## src/rtl/cordic_pkg.sv

```systemverilog
// Shared constants, state encoding and helpers
// for the rotation-mode CORDIC engine.
package cordic_pkg;
  localparam int W = 16;
  localparam int ITERS = 16;
  localparam logic signed [W-1:0] ANG_MAX = 16'sd25736;
  localparam logic signed [W-1:0] CORDIC_K = 16'sd9949;

  typedef enum logic [1:0] {
    IDLE = 2'b00,
    ROT  = 2'b01,
    HOLD = 2'b10
  } state_t;

  function automatic logic signed [W-1:0] sat_angle(
    input logic signed [W-1:0] a
  );
    if (a > ANG_MAX)
      return ANG_MAX;
    else if (a < -ANG_MAX)
      return -ANG_MAX;
    else
      return a;
  endfunction
endpackage

```

## src/rtl/cordic_rot_engine_if.sv

```systemverilog
// Result handshake bundle: cos/sin pair
// with valid/ready flow control.
interface cordic_rot_engine_if;
  import cordic_pkg::*;

  logic                valid;
  logic                ready;
  logic signed [W-1:0] x_out;
  logic signed [W-1:0] y_out;

  modport master (
    output valid,
    output x_out,
    output y_out,
    input  ready
  );

  modport slave (
    input  valid,
    input  x_out,
    input  y_out,
    output ready
  );
endinterface

```

## src/rtl/cordic_atan_lut.sv

```systemverilog
// Arctangent table atan(2^-i) in Q2.14,
// indexed by the iteration number.
module cordic_atan_lut
  import cordic_pkg::*;
(
  input  logic [3:0]          idx,
  output logic signed [W-1:0] atan
);
  always_comb begin
    atan = '0;
    case (idx)
      4'd0:  atan = 16'sd12868;
      4'd1:  atan = 16'sd7596;
      4'd2:  atan = 16'sd4014;
      4'd3:  atan = 16'sd2037;
      4'd4:  atan = 16'sd1023;
      4'd5:  atan = 16'sd512;
      4'd6:  atan = 16'sd256;
      4'd7:  atan = 16'sd128;
      4'd8:  atan = 16'sd64;
      4'd9:  atan = 16'sd32;
      4'd10: atan = 16'sd16;
      4'd11: atan = 16'sd8;
      4'd12: atan = 16'sd4;
      4'd13: atan = 16'sd2;
      4'd14: atan = 16'sd1;
      4'd15: atan = 16'sd0;
      default: atan = '0;
    endcase
  end
endmodule

```

## src/rtl/cordic_rot_engine.sv

```systemverilog
// Rotation-mode CORDIC datapath stepped by an
// external controller; result leaves via valid/ready.
module cordic_rot_engine
  import cordic_pkg::*;
(
  input  logic                clk,
  input  logic                reset,
  input  logic                load,
  input  logic signed [W-1:0] angle_in,
  input  logic [3:0]          i,
  input  logic                step,
  input  logic                stop,
  output logic                comp,
  output logic                busy,
  cordic_rot_engine_if.master res
);
  state_t              state;
  logic signed [W-1:0] x;
  logic signed [W-1:0] y;
  logic signed [W-1:0] z;
  logic signed [W-1:0] x_sh;
  logic signed [W-1:0] y_sh;
  logic signed [W-1:0] atan;

  cordic_atan_lut u_lut (
    .idx  (i),
    .atan (atan)
  );

  // Direction comes from the z register only
  assign comp = ~z[W-1];
  assign x_sh = x >>> i;
  assign y_sh = y >>> i;

  always_ff @(posedge clk or negedge reset) begin
    if (!reset) begin
      state     <= IDLE;
      x         <= '0;
      y         <= '0;
      z         <= '0;
      busy      <= 1'b0;
      res.valid <= 1'b0;
      res.x_out <= '0;
      res.y_out <= '0;
    end else begin
      unique case (state)
        IDLE: begin
          if (load) begin
            x     <= CORDIC_K;
            y     <= '0;
            z     <= sat_angle(angle_in);
            busy  <= 1'b1;
            state <= ROT;
          end
        end
        ROT: begin
          if (stop) begin
            busy      <= 1'b0;
            res.valid <= 1'b1;
            res.x_out <= x;
            res.y_out <= y;
            state     <= HOLD;
          end else if (step) begin
            if (comp) begin
              x <= x - y_sh;
              y <= y + x_sh;
              z <= z - atan;
            end else begin
              x <= x + y_sh;
              y <= y - x_sh;
              z <= z + atan;
            end
          end
        end
        HOLD: begin
          if (res.ready) begin
            res.valid <= 1'b0;
            state     <= IDLE;
          end
        end
        default: begin
          busy      <= 1'b0;
          res.valid <= 1'b0;
          state     <= IDLE;
        end
      endcase
    end
  end
endmodule

```

## src/flat_wrapper.sv

```systemverilog
// flat-port wrapper written by rule: the top's interface ports become plain ports
module cordic_rot_engine_flat import cordic_pkg::*;
  (clk, reset, load, angle_in, i, step, stop, comp, busy, res_valid, res_x_out, res_y_out, res_ready);
  cordic_rot_engine_if res_i ();
  input  logic clk;
  input  logic reset;
  input  logic load;
  input  logic signed [W-1:0] angle_in;
  input  logic [3:0] i;
  input  logic step;
  input  logic stop;
  output logic comp;
  output logic busy;
  output wire logic [$bits(res_i.valid)-1:0] res_valid;
  output wire logic [$bits(res_i.x_out)-1:0] res_x_out;
  output wire logic [$bits(res_i.y_out)-1:0] res_y_out;
  input wire logic [$bits(res_i.ready)-1:0] res_ready;
  assign res_valid = res_i.valid;
  assign res_x_out = res_i.x_out;
  assign res_y_out = res_i.y_out;
  assign res_i.ready = res_ready;
  cordic_rot_engine u_core (.clk(clk), .reset(reset), .load(load), .angle_in(angle_in), .i(i), .step(step), .stop(stop), .comp(comp), .busy(busy), .res(res_i));
endmodule
```

## config.mk

```make
export PLATFORM = sky130hd
export DESIGN_NAME = cordic_rot_engine_flat
export DESIGN_NICKNAME = d
export VERILOG_FILES = /design/src/rtl/cordic_pkg.sv /design/src/rtl/cordic_rot_engine_if.sv /design/src/rtl/cordic_atan_lut.sv /design/src/rtl/cordic_rot_engine.sv /design/src/flat_wrapper.sv
export SDC_FILE = /design/constraint.sdc
export NUM_CORES = 1
export LEC_CHECK = 0
export CORE_MARGIN = 4
export CORE_UTILIZATION = 55
export DETAILED_ROUTE_END_ITERATION = 10
export PLACE_DENSITY = 0.76
export SYNTH_ARGS = -nofsm -noshare
export SYNTH_HDL_FRONTEND = slang
export SYNTH_SLANG_ARGS = --single-unit
```

## constraint.sdc

```tcl
create_clock -name clk -period 3.96 [get_ports clk]
set_input_delay 1.188 -clock clk [delete_from_list [all_inputs] [get_ports clk]]
set_output_delay 1.188 -clock clk [all_outputs]
set_load 0.005 [all_outputs]
```

==> impl_results.md, run 1 <==
- Initial antenna violation count: 2
- Max VDD drop: about 0.00073 V
- Final Routed Wirelength: between 30,000 and 40,000 um
- Total Nets Final: around 1,400
- Seq/Total Area, Yosys: between 20% and 30%
- Failing checks: setup timing
- Post-Syn Area: about 0.0081 mm2
- Initial Util: a little under three fifths
- GRT Resource Usage Total: between 30% and 40%
- 1st-pass router iterations: 6
- Pwr/cell area: 1020 mW/mm2
- CTS tree: done
- Slew HR: 34.0%
- Fin crit share: 133%
- PortBufs: 60
- Worst path slowest cell: xor2_1
- Antenna cells: 0
- Slew @ Worst Pin: 0.988 ns
- Worst Path Arrival: 5.51 ns
- Mean post-synth cell area: ~9 um2
- Primary FF master, synth: dfrtp_1
- TNS Setup: -24.02 ns
- GPL Wtd Cong: 0.974
- CP required: 4.21 ns
- Synth-to-Final Area Change: 56.6%
- First-pass GRT wire length: between 40,000 and 50,000 um
- Grt ovf: 0
- Fin. Hold Viols: 0
- Chip height: around 130 um
- Ys Warns: 0
- Seq. cell area: ~0.0021 mm2
- Synth Instances: ~900
- Maxcap violations: 0
- Startpoint types: input port
- Total CTS buffers: 9
- Filler cells: between 600 and 700
- Status: finished, violations left
- Tmin final: about 5.3 ns
- Post-synth EDFFs: 0
- Core ar.: 0.0145 mm2
- Remaining DRCs: 0
- H-tree depth: 3
- I/O pins: 61
- Root buffer cell: clkbuf_16
- Wirelength per Cell: around 26 um
- FP Rows: between 40 and 50
- Setup ws final: -1.30 ns
- Largest net degree at the start of global routing: 40
- Starting DRT DRC Count: 1,246
- Setup CP Type: in2reg
- Leak: between 5 and 6 nW
- Max-slew violation count: 0
- Clock Skews: ~0.011 ns
- DP Wirelength: 19,800 um
- Crit path largest cell delay: 0.57 ns
- DR vias/cell: a little under 7
- CTS sink cnt: between 80 and 90
- Cts hold-fix bufs: 0
- Worst Setup End Kind: flop
- Crit-path max FO: 7
- RSZ-0062 raised after global routing: yes
- Clk slew on worst S/H paths: roughly 0.070 ns
- Via count: between 10,000 and 15,000
- Yosys reg bits: 84
- F_max: about 190 MHz
- Setup-failing EPs final: 36
- Multi-input combinational cell area: between 0.006 and 0.007 mm2
- Number of buffers on the longest clock path: 2
- Die Area: about 0.017 mm2
- Total Power: ~0.013 W
- Syn_nets: 992
- Share of post-route cells with drive strength above 1: between 40% and 50%
- Routed Antenna Nets: 0
- Worst skew pair latency: ~0.36 ns
- Vias in the first global route: between 9,000 and 10,000
- Unique masters post-synth: 76
- HP Class: reg2reg
- Crit-path cells: buf_12, buf_12, buf_8, buf_6, nor2_4, mux2i_2, mux4_2, o211a_4, and3_4, buf_6, nor3b_4, and2_4, a21oi_1, xor2_1, ha_1, a21oi_1, o21ai_1, a21oi_2, xnor2_1, o21ai_1
- Asr flop ratio synth: 100%
- Width of the die: roughly 130 um
-- layer usage --
| layer | wire length, um | up-vias | track usage (%) |
|---|---|---|---|
| li1 | - | 4009 | - |
| met3 | 4330 | 341 | 6.27 |
| met5 | 48 | - | 0 |
| met1 | 12500 | 4765 | 43.5 |
| met2 | 17300 | 901 | 61.6 |
| met4 | 3420 | 4 | 19.1 |
-- power breakdown --
part | total, W | switching, W | internal [W]
Combinational | 0.0103 | 0.00509 | 0.00526
Sequential | 0.00164 | 0.000413 | 0.00123
Clock | 0.000940 | 0.000386 | 0.000554
-- final timing paths --
kind	start	end	slack [ns]	cells past startpoint
worst max-delay path	i[0]	u_core.y[15]	-1.30	20
worst min-delay path	u_core.res.y_out[11]	u_core.res.y_out[11]	0.49	2
worst max register to register	u_core.x[12]	u_core.y[15]	-0.68	16
worst min register to register	u_core.res.y_out[11]	u_core.res.y_out[11]	0.49	2
max in group asynchronous	reset	u_core.res.y_out[5]	2.44	2
min in group asynchronous	reset	u_core.busy	0.76	1
-- cell usage after synthesis (8+ instances only) --
master / number / area, um2
a21oi_1: 86 / 430
dfrtp_1: 84 / 2100
nand2_1: 79 / 297
nor2_1: 75 / 282
ha_1: 62 / 776
o21ai_0: 58 / 290
xnor2_1: 44 / 385
xor2_1: 35 / 307
inv_1: 33 / 124
mux2_2: 32 / 360
mux2i_1: 28 / 280
mux4_2: 25 / 563
clkbuf_1: 21 / 78.8
a21o_1: 16 / 120
nor3_1: 16 / 80.1
buf_2: 13 / 65.1
nand2b_1: 13 / 81.3
nand3_1: 11 / 55.1
a31oi_1: 10 / 62.6
and2_1: 10 / 62.6
o221ai_1: 9 / 78.8
o22ai_1: 9 / 56.3
buf_1: 8 / 30.0
nor2b_1: 8 / 50.1
-- cell usage in the layout, fill, tap and decap left out, types with 12 or more instances in the layout --
| cell type | instances |
|---|---|
| nand2_1 | 72 |
| mux2i_1 | 19 |
| clkdlybuf4s50_1 | 55 |
| a21o_1 | 16 |
| dfrtp_1 | 84 |
| mux4_2 | 25 |
| a21oi_1 | 58 |
| ha_1 | 50 |
| mux2_2 | 28 |
| nor3_1 | 13 |
| inv_1 | 26 |
| o21ai_1 | 19 |
| xor2_1 | 33 |
| o21ai_0 | 30 |
| nand2b_1 | 12 |
| xnor2_1 | 35 |
| a21oi_2 | 25 |
| nor2_1 | 63 |
| buf_4 | 293 |
| buf_6 | 38 |
-- registers in the layout, summed over array words and instances, names as in the netlist --
name and cells:
u_core.y 16, u_core.busy 1, u_core.res.x_out 16, u_core.res.y_out 16, u_core.res.valid 1, u_core.state 2, u_core.x 16, u_core.z 16
-- critical path: cells and delay by family --
| family | cells | cell delay, ns |
|---|---|---|
| fa+ha+maj | 1 | 0.42 |
| mux | 2 | 0.91 |
| simple gates | 4 | 0.76 |
| xor+xnor | 2 | 0.72 |
| buf+inv | 5 | 0.64 |
| compound gates | 6 | 0.86 |
-- through the flow --
stage               worst slack (ns)  util [%]  hold WS [ns]  area, um2  std cells
floorplan                     -0.869         -         0.456       8280        901
global placement               -1.36      74.3         0.466      10800       1355
detailed placement             -1.42      74.3         0.475      10800       1355
CTS                           -0.619      82.1         0.490      11900       1416
global route                   -1.29      87.3         0.504      12600       1449
finish                         -1.30      87.3         0.487      12600       1449
-- logic make-up after synthesis --
family	synth area share, %
AO/OA/AOI/OAI	21.0
XOR/XNOR	8.77
buffers and inverters	4.73
flip-flops	26.0
AND/OR/NAND/NOR	13.2
adder cells (fa/ha/maj)	10.4
multiplexers	15.9
-- cell type report --
class / count / share of cell area (%)
tap: 184 / 1.82
multi-input combinational: 733 / 51.4
timing repair buffer: 397 / 26.5
clock inverter: 6 / 0.693
clock buffer: 10 / 1.81
sequential: 84 / 16.6
inverter: 35 / 1.20
-- what timing repair did --
action / in CTS / in global routing
setup endpoints to repair: 38 / 35
pin swaps: 86 / 138
resized for setup: 117 / 110
buffers inserted: 48 / 45
(Power assumes the default switching activity.)
==> run 2, diff against run 1 <==
Settings changed: MAX_ROUTING_LAYER from default to met4.
Clock period 3.96 ns to 4.4 ns, I/O delays scaled along.
==> impl_results.md, run 2 (synthesized netlist as in run 1, its figures left out) <==
- Status: finished, violations left
- Failing checks: setup timing
- PortBufs: 60
- Setup CP Type: in2reg
- Initial antenna violation count: 0
- Wirelength per Cell: 22.7 um
- Post-DP Area: ~0.010 mm2
- Worst skew pair latency: between 0.3 and 0.4 ns
- Antenna cells: 0
- 1st-pass router iterations: 6
- Number of buffers on the longest clock path: 2
- Maxcap violations: 0
- Routed Antenna Nets: 0
- Tmin final: slightly below 5 ns
- Commonest non-fill, non-tap cell in the layout: buf_4
- R2R setup slack: around 0.060 ns
- Crit-path max FO: 7
- Vias in the first global route: around 8,600
- DP Wirelength: roughly 19,000 um
- Starting DRT DRC Count: between 1,000 and 1,500
- Width of the die: around 130 um
- First-pass GRT wire length: roughly 44,000 um
- Die Area: between 0.015 and 0.02 mm2
- Leak: around 5.4 nW
- Initial Util: 55.8%
- Share of post-route cells with drive strength above 1: approximately two fifths
- Commonest cells after routing, fill and taps aside: buf_4, dfrtp_1, nand2_1, nor2_1
- Max-slew violation count: 0
- Via count: 9,100
- H-tree depth: 3
- Setup ws final: -0.506 ns
- Largest net degree at the start of global routing: 85
- Grt ovf: 0
- CTS tree: done
- Fin. Hold Viols: 0
- Placed cells: approximately 1,300
- Fin crit share: 112%
- Total CTS buffers: 9
- Clock Skews: just over 0.008 ns
- DR vias/cell: about 6.5
- Final Routed Wirelength: around 32,000 um
- Core ar.: 0.0145 mm2
- Worst Path Arrival: 5.11 ns
- Total Nets Final: about 1,300
- Remaining DRCs: 0
- GPL Wtd Cong: around 1
- Startpoint types: input port
- Root buffer cell: clkbuf_16
- Setup-failing EPs final: 17
- Slew @ Worst Pin: roughly 1.2 ns
- F_max: ~200 MHz
- Synth-to-Final Area Change: 49.6%
- CP required: ~4.6 ns
- Worst Setup End Kind: flop
- HP Class: reg2reg
- CTS sink cnt: 84
- Max VDD drop: 0.000521 V
- I/O pins: a little over 60
- GRT Resource Usage Total: approximately 34%
- Clk slew on worst S/H paths: ~0.060 ns
- Chip height: around 130 um
- Slew HR: approximately 23%
- Final std cells w/o fill: 1,397
- Filler cells: between 700 and 800
- Pwr/cell area: 885 mW/mm2
- FP Rows: 44
- Design area: approximately 0.012 mm2
- RSZ-0062 raised after global routing: yes
-- run 2: changes by cell type in the layout (fill, tap and decap cells not counted), moves of 4 or more --
cell,before,now
buf_4,293,256
buf_6,38,19
o21ai_0,30,39
o21ai_1,19,11
inv_1,26,31
a21oi_4,3,7
inv_2,6,2
xnor2_1,35,39
-- run 2: timing repair --
item / 4_1_cts / 5_1_grt
resized for setup: 106 / 72
cloned: 1 / 0
pin swaps: 79 / 78
buffers inserted: 42 / 28
setup endpoints to repair: 29 / 23
hold buffers: 0 / 0
-- run 2: per-layer routing --
layer	vias to the layer above	wire, um	share of wire [%]	track usage (%)
li1	3899	-	-	-
met1	4343	11200	35	40.1
met3	224	2960	9.3	6.22
met2	634	15400	49	58.0
met5	-	0	0	-
met4	0	2170	6.8	16.0
-- run 2: path summary, 6_finish.rpt --
check | to | cells past startpoint | start
max | u_core.y[13] | 22 | i[0]
min | u_core.z[2] | 2 | u_core.z[2]
max reg2reg | u_core.y[13] | 20 | u_core.x[9]
min reg2reg | u_core.z[2] | 2 | u_core.z[2]
max in group asynchronous | u_core.x[13] | 1 | reset
min in group asynchronous | u_core.busy | 1 | reset
-- run 2: stage by stage --
stage	util (%)	hold WS, ns	TNS [ns]	power (W)	setup slack, ns
after floorplan	-	0.456	-5.38	0.00529	-0.577
after global routing	83.4	0.511	-7.41	0.0113	-0.685
final	83.4	0.492	-4.68	0.0107	-0.506
after CTS	79.6	0.495	-1.48	0.00939	-0.234
after global placement	72.2	0.473	-21.67	0.00766	-0.982
after detailed placement	72.2	0.474	-24.35	0.00788	-1.15
-- run 2: cell type report --
type | count | area [um2] | share of cell area [%]
multi-input cells | 733 | 6330 | 52.4
clock buffers | 11 | 243 | 2.01
inverters | 35 | 149 | 1.23
repair buffers | 345 | 2940 | 24.3
flip-flops and latches | 84 | 2100 | 17.4
well taps | 184 | 230 | 1.91
clock inverters | 5 | 83.8 | 0.694
-- run 2: where the power goes --
part,switching [W],total (W),internal [W]
registers,0.000446,0.00155,0.00110
clock network,0.000341,0.000856,0.000515
logic,0.00398,0.00828,0.00430
total,0.00477,0.0107,0.00592
-- run 2: critical path, stage by stage --
cell and delay, ns:
buf_12 0.12, buf_6 0.14, mux2i_2 0.19, mux4_2 0.52, nor2_4 0.11, a21oi_2 0.05, ha_2 0.31, inv_1 0.05
mux2i_1 0.23, inv_1 0.08, ha_1 0.26, nor2b_1 0.16, o21ai_2 0.21, a21boi_2 0.11, o221ai_2 0.22, o21ai_2 0.11
o41ai_2 0.21, buf_4 0.18, o21bai_1 0.08, a21oi_2 0.16, xor2_1 0.20, o21ai_1 0.07
==> run 3, diff against run 2 <==
Settings changed: CORE_ASPECT_RATIO from default to 0.7, CORE_MARGIN 4 to 2.
==> impl_results.md, run 3 (synthesized netlist as in run 1, its figures left out) <==
- I/O pins: 61
- Post-DP Area: between 0.01 and 0.015 mm2
- Setup ws final: -0.463 ns
- Slew HR: 25.3%
- Tmin final: just under 5 ns
- Failing checks: setup timing
- Leak: approximately 5.4 nW
- Die Area: around 0.016 mm2
- 1st-pass router iterations: 5
- Clk slew on worst S/H paths: about 0.070 ns
- H-tree depth: 3
- Starting DRT DRC Count: 826
- GPL Wtd Cong: a little over 1
- Seq pwr share: between 10 and 15%
- FP Rows: 37
- Number of buffers on the longest clock path: 2
- Via count: between 8,000 and 9,000
- CTS tree: done
- Grt ovf: 0
- Width of the die: 149 um
- Chip height: ~110 um
- Wirelength per Cell: between 20 and 25 um
- Setup-failing EPs final: 18
- PortBufs: 60
- Antenna cells: 0
- Min Hold Slack: around 0.50 ns
- CTS sink cnt: 84
- Max-slew violation count: 0
- HP Class: reg2reg
- Initial Util: 55.5%
- Pre-CTS setup slack: -1.22 ns
- Filler cells: ~870
- Internal power: 0.00579 W
- Clock power share: ~8.0%
- Root buffer cell: clkbuf_16
- Fin. Hold Viols: 0
- Setup CP Type: in2reg
- Initial antenna violation count: 0
- Clock Skews: roughly 0.0069 ns
- Pwr/cell area: 884 mW/mm2
- Layout Utilization: approximately four fifths
- RSZ-0062 raised after global routing: yes
- Switching power: ~0.0047 W
- Total CTS buffers: 9
- Cts hold-fix bufs: 0
- Worst Path Arrival: just over 5 ns
- Final Routed Wirelength: 29,600 um
- Final std cells w/o fill: roughly 1,400
- Remaining DRCs: 0
- Design area: approximately 0.012 mm2
- Maxcap violations: 0
- Share of post-route cells with drive strength above 1: between 30 and 40%
- F_max: about 210 MHz
- Largest net degree at the start of global routing: 85
- Core ar.: roughly 0.015 mm2
- Total Nets Final: 1,294
- First-pass GRT wire length: 45,500 um
- Crit-path max FO: 6
- Worst Setup End Kind: flop
- DR vias/cell: slightly above 6
- Share of power burned in combinational logic: 77.7%
- Worst skew pair latency: 0.36 ns
- R2R setup slack: 0.21 ns
- Synth-to-Final Area Change: 47.0%
- CP required: roughly 4.6 ns
- Sw frac: 44.9%
- GRT Resource Usage Total: roughly 39%
- DP Wirelength: between 20,000 and 25,000 um
- Fin crit share: 111%
- Commonest non-fill, non-tap cell in the layout: buf_4
- Routed Antenna Nets: 0
- Commonest cells after routing, fill and taps aside: buf_4, dfrtp_1, nand2_1, nor2_1, a21oi_1
- Vias in the first global route: 8,574
- Placed cells: about 1,300
- Startpoint types: input port
- Max VDD drop: slightly above 0.0008 V
- Status: finished, violations left
- Slew @ Worst Pin: 1.12 ns
[run 3: area by class of cell]
| type | count | area, um2 | area share, % |
|---|---|---|---|
| well taps | 195 | 244 | 2.06 |
| repair buffers | 340 | 2830 | 23.9 |
| inverters | 35 | 151 | 1.28 |
| clock inverters | 7 | 92.6 | 0.780 |
| flip-flops and latches | 84 | 2100 | 17.7 |
| clock buffers | 9 | 225 | 1.90 |
| multi-input cells | 733 | 6220 | 52.4 |
[run 3: per-stage QoR]
stage,total power (W),TNS [ns]
final,0.0105,-3.67
after global routing,0.0111,-6.99
after CTS,0.00960,-1.02
after detailed placement,0.00806,-28.22
after global placement,0.00786,-23.66
after floorplan,0.00529,-5.38
[run 3: worst max-delay path, cell delays in order]
cell,delay [ns]
buf_12,0.11
buf_6,0.11
mux4_2,0.53
mux2_4,0.33
a21oi_4,0.31
ha_4,0.20
nor2_2,0.04
xnor2_1,0.13
ha_1,0.33
nor2b_1,0.15
o21ai_1,0.12
nand2b_1,0.10
a31o_2,0.22
a21o_1,0.21
a21oi_4,0.21
nor3_4,0.06
o31ai_2,0.28
xor2_1,0.24
o21ai_1,0.08
[run 3: path summary, 6_finish.rpt]
path,startpoint,cells past startpoint,to
max in group asynchronous,reset,1,u_core.res.y_out[14]
setup / recovery,i[0],19,u_core.x[14]
min in group asynchronous,reset,1,u_core.z[4]
hold reg to reg,u_core.res.y_out[1],2,u_core.res.y_out[1]
setup reg to reg,u_core.y[5],17,u_core.x[14]
hold / removal,u_core.res.y_out[1],2,u_core.res.y_out[1]
[run 3: repair_timing]
action                     CTS  global route
buffers inserted            30             9
pin swaps                   73            55
setup endpoints to repair   31            28
resized for setup           99            44
cloned                       1             0
[run 3: power groups by stage]
| stage | Clock [W] | Sequential [W] | Combinational, W |
|---|---|---|---|
| 6_report | 0.000834 | 0.00151 | 0.00815 |
| 5_1_grt | 0.000867 | 0.00154 | 0.00869 |
| 4_1_cts | 0.000839 | 0.00148 | 0.00728 |
| 3_5_place_dp | 0 | 0.00149 | 0.00657 |
| 3_3_place_gp | 0 | 0.00147 | 0.00639 |
| 2_1_floorplan | 0 | 0.00136 | 0.00393 |
[run 3: routing by layer]
metal | GRT usage [%] | share of wire [%]
met4 | 11.4 | 2.8
met5 | - | 0
met2 | 55.6 | 44
met1 | 53.8 | 43
met3 | 10.4 | 10
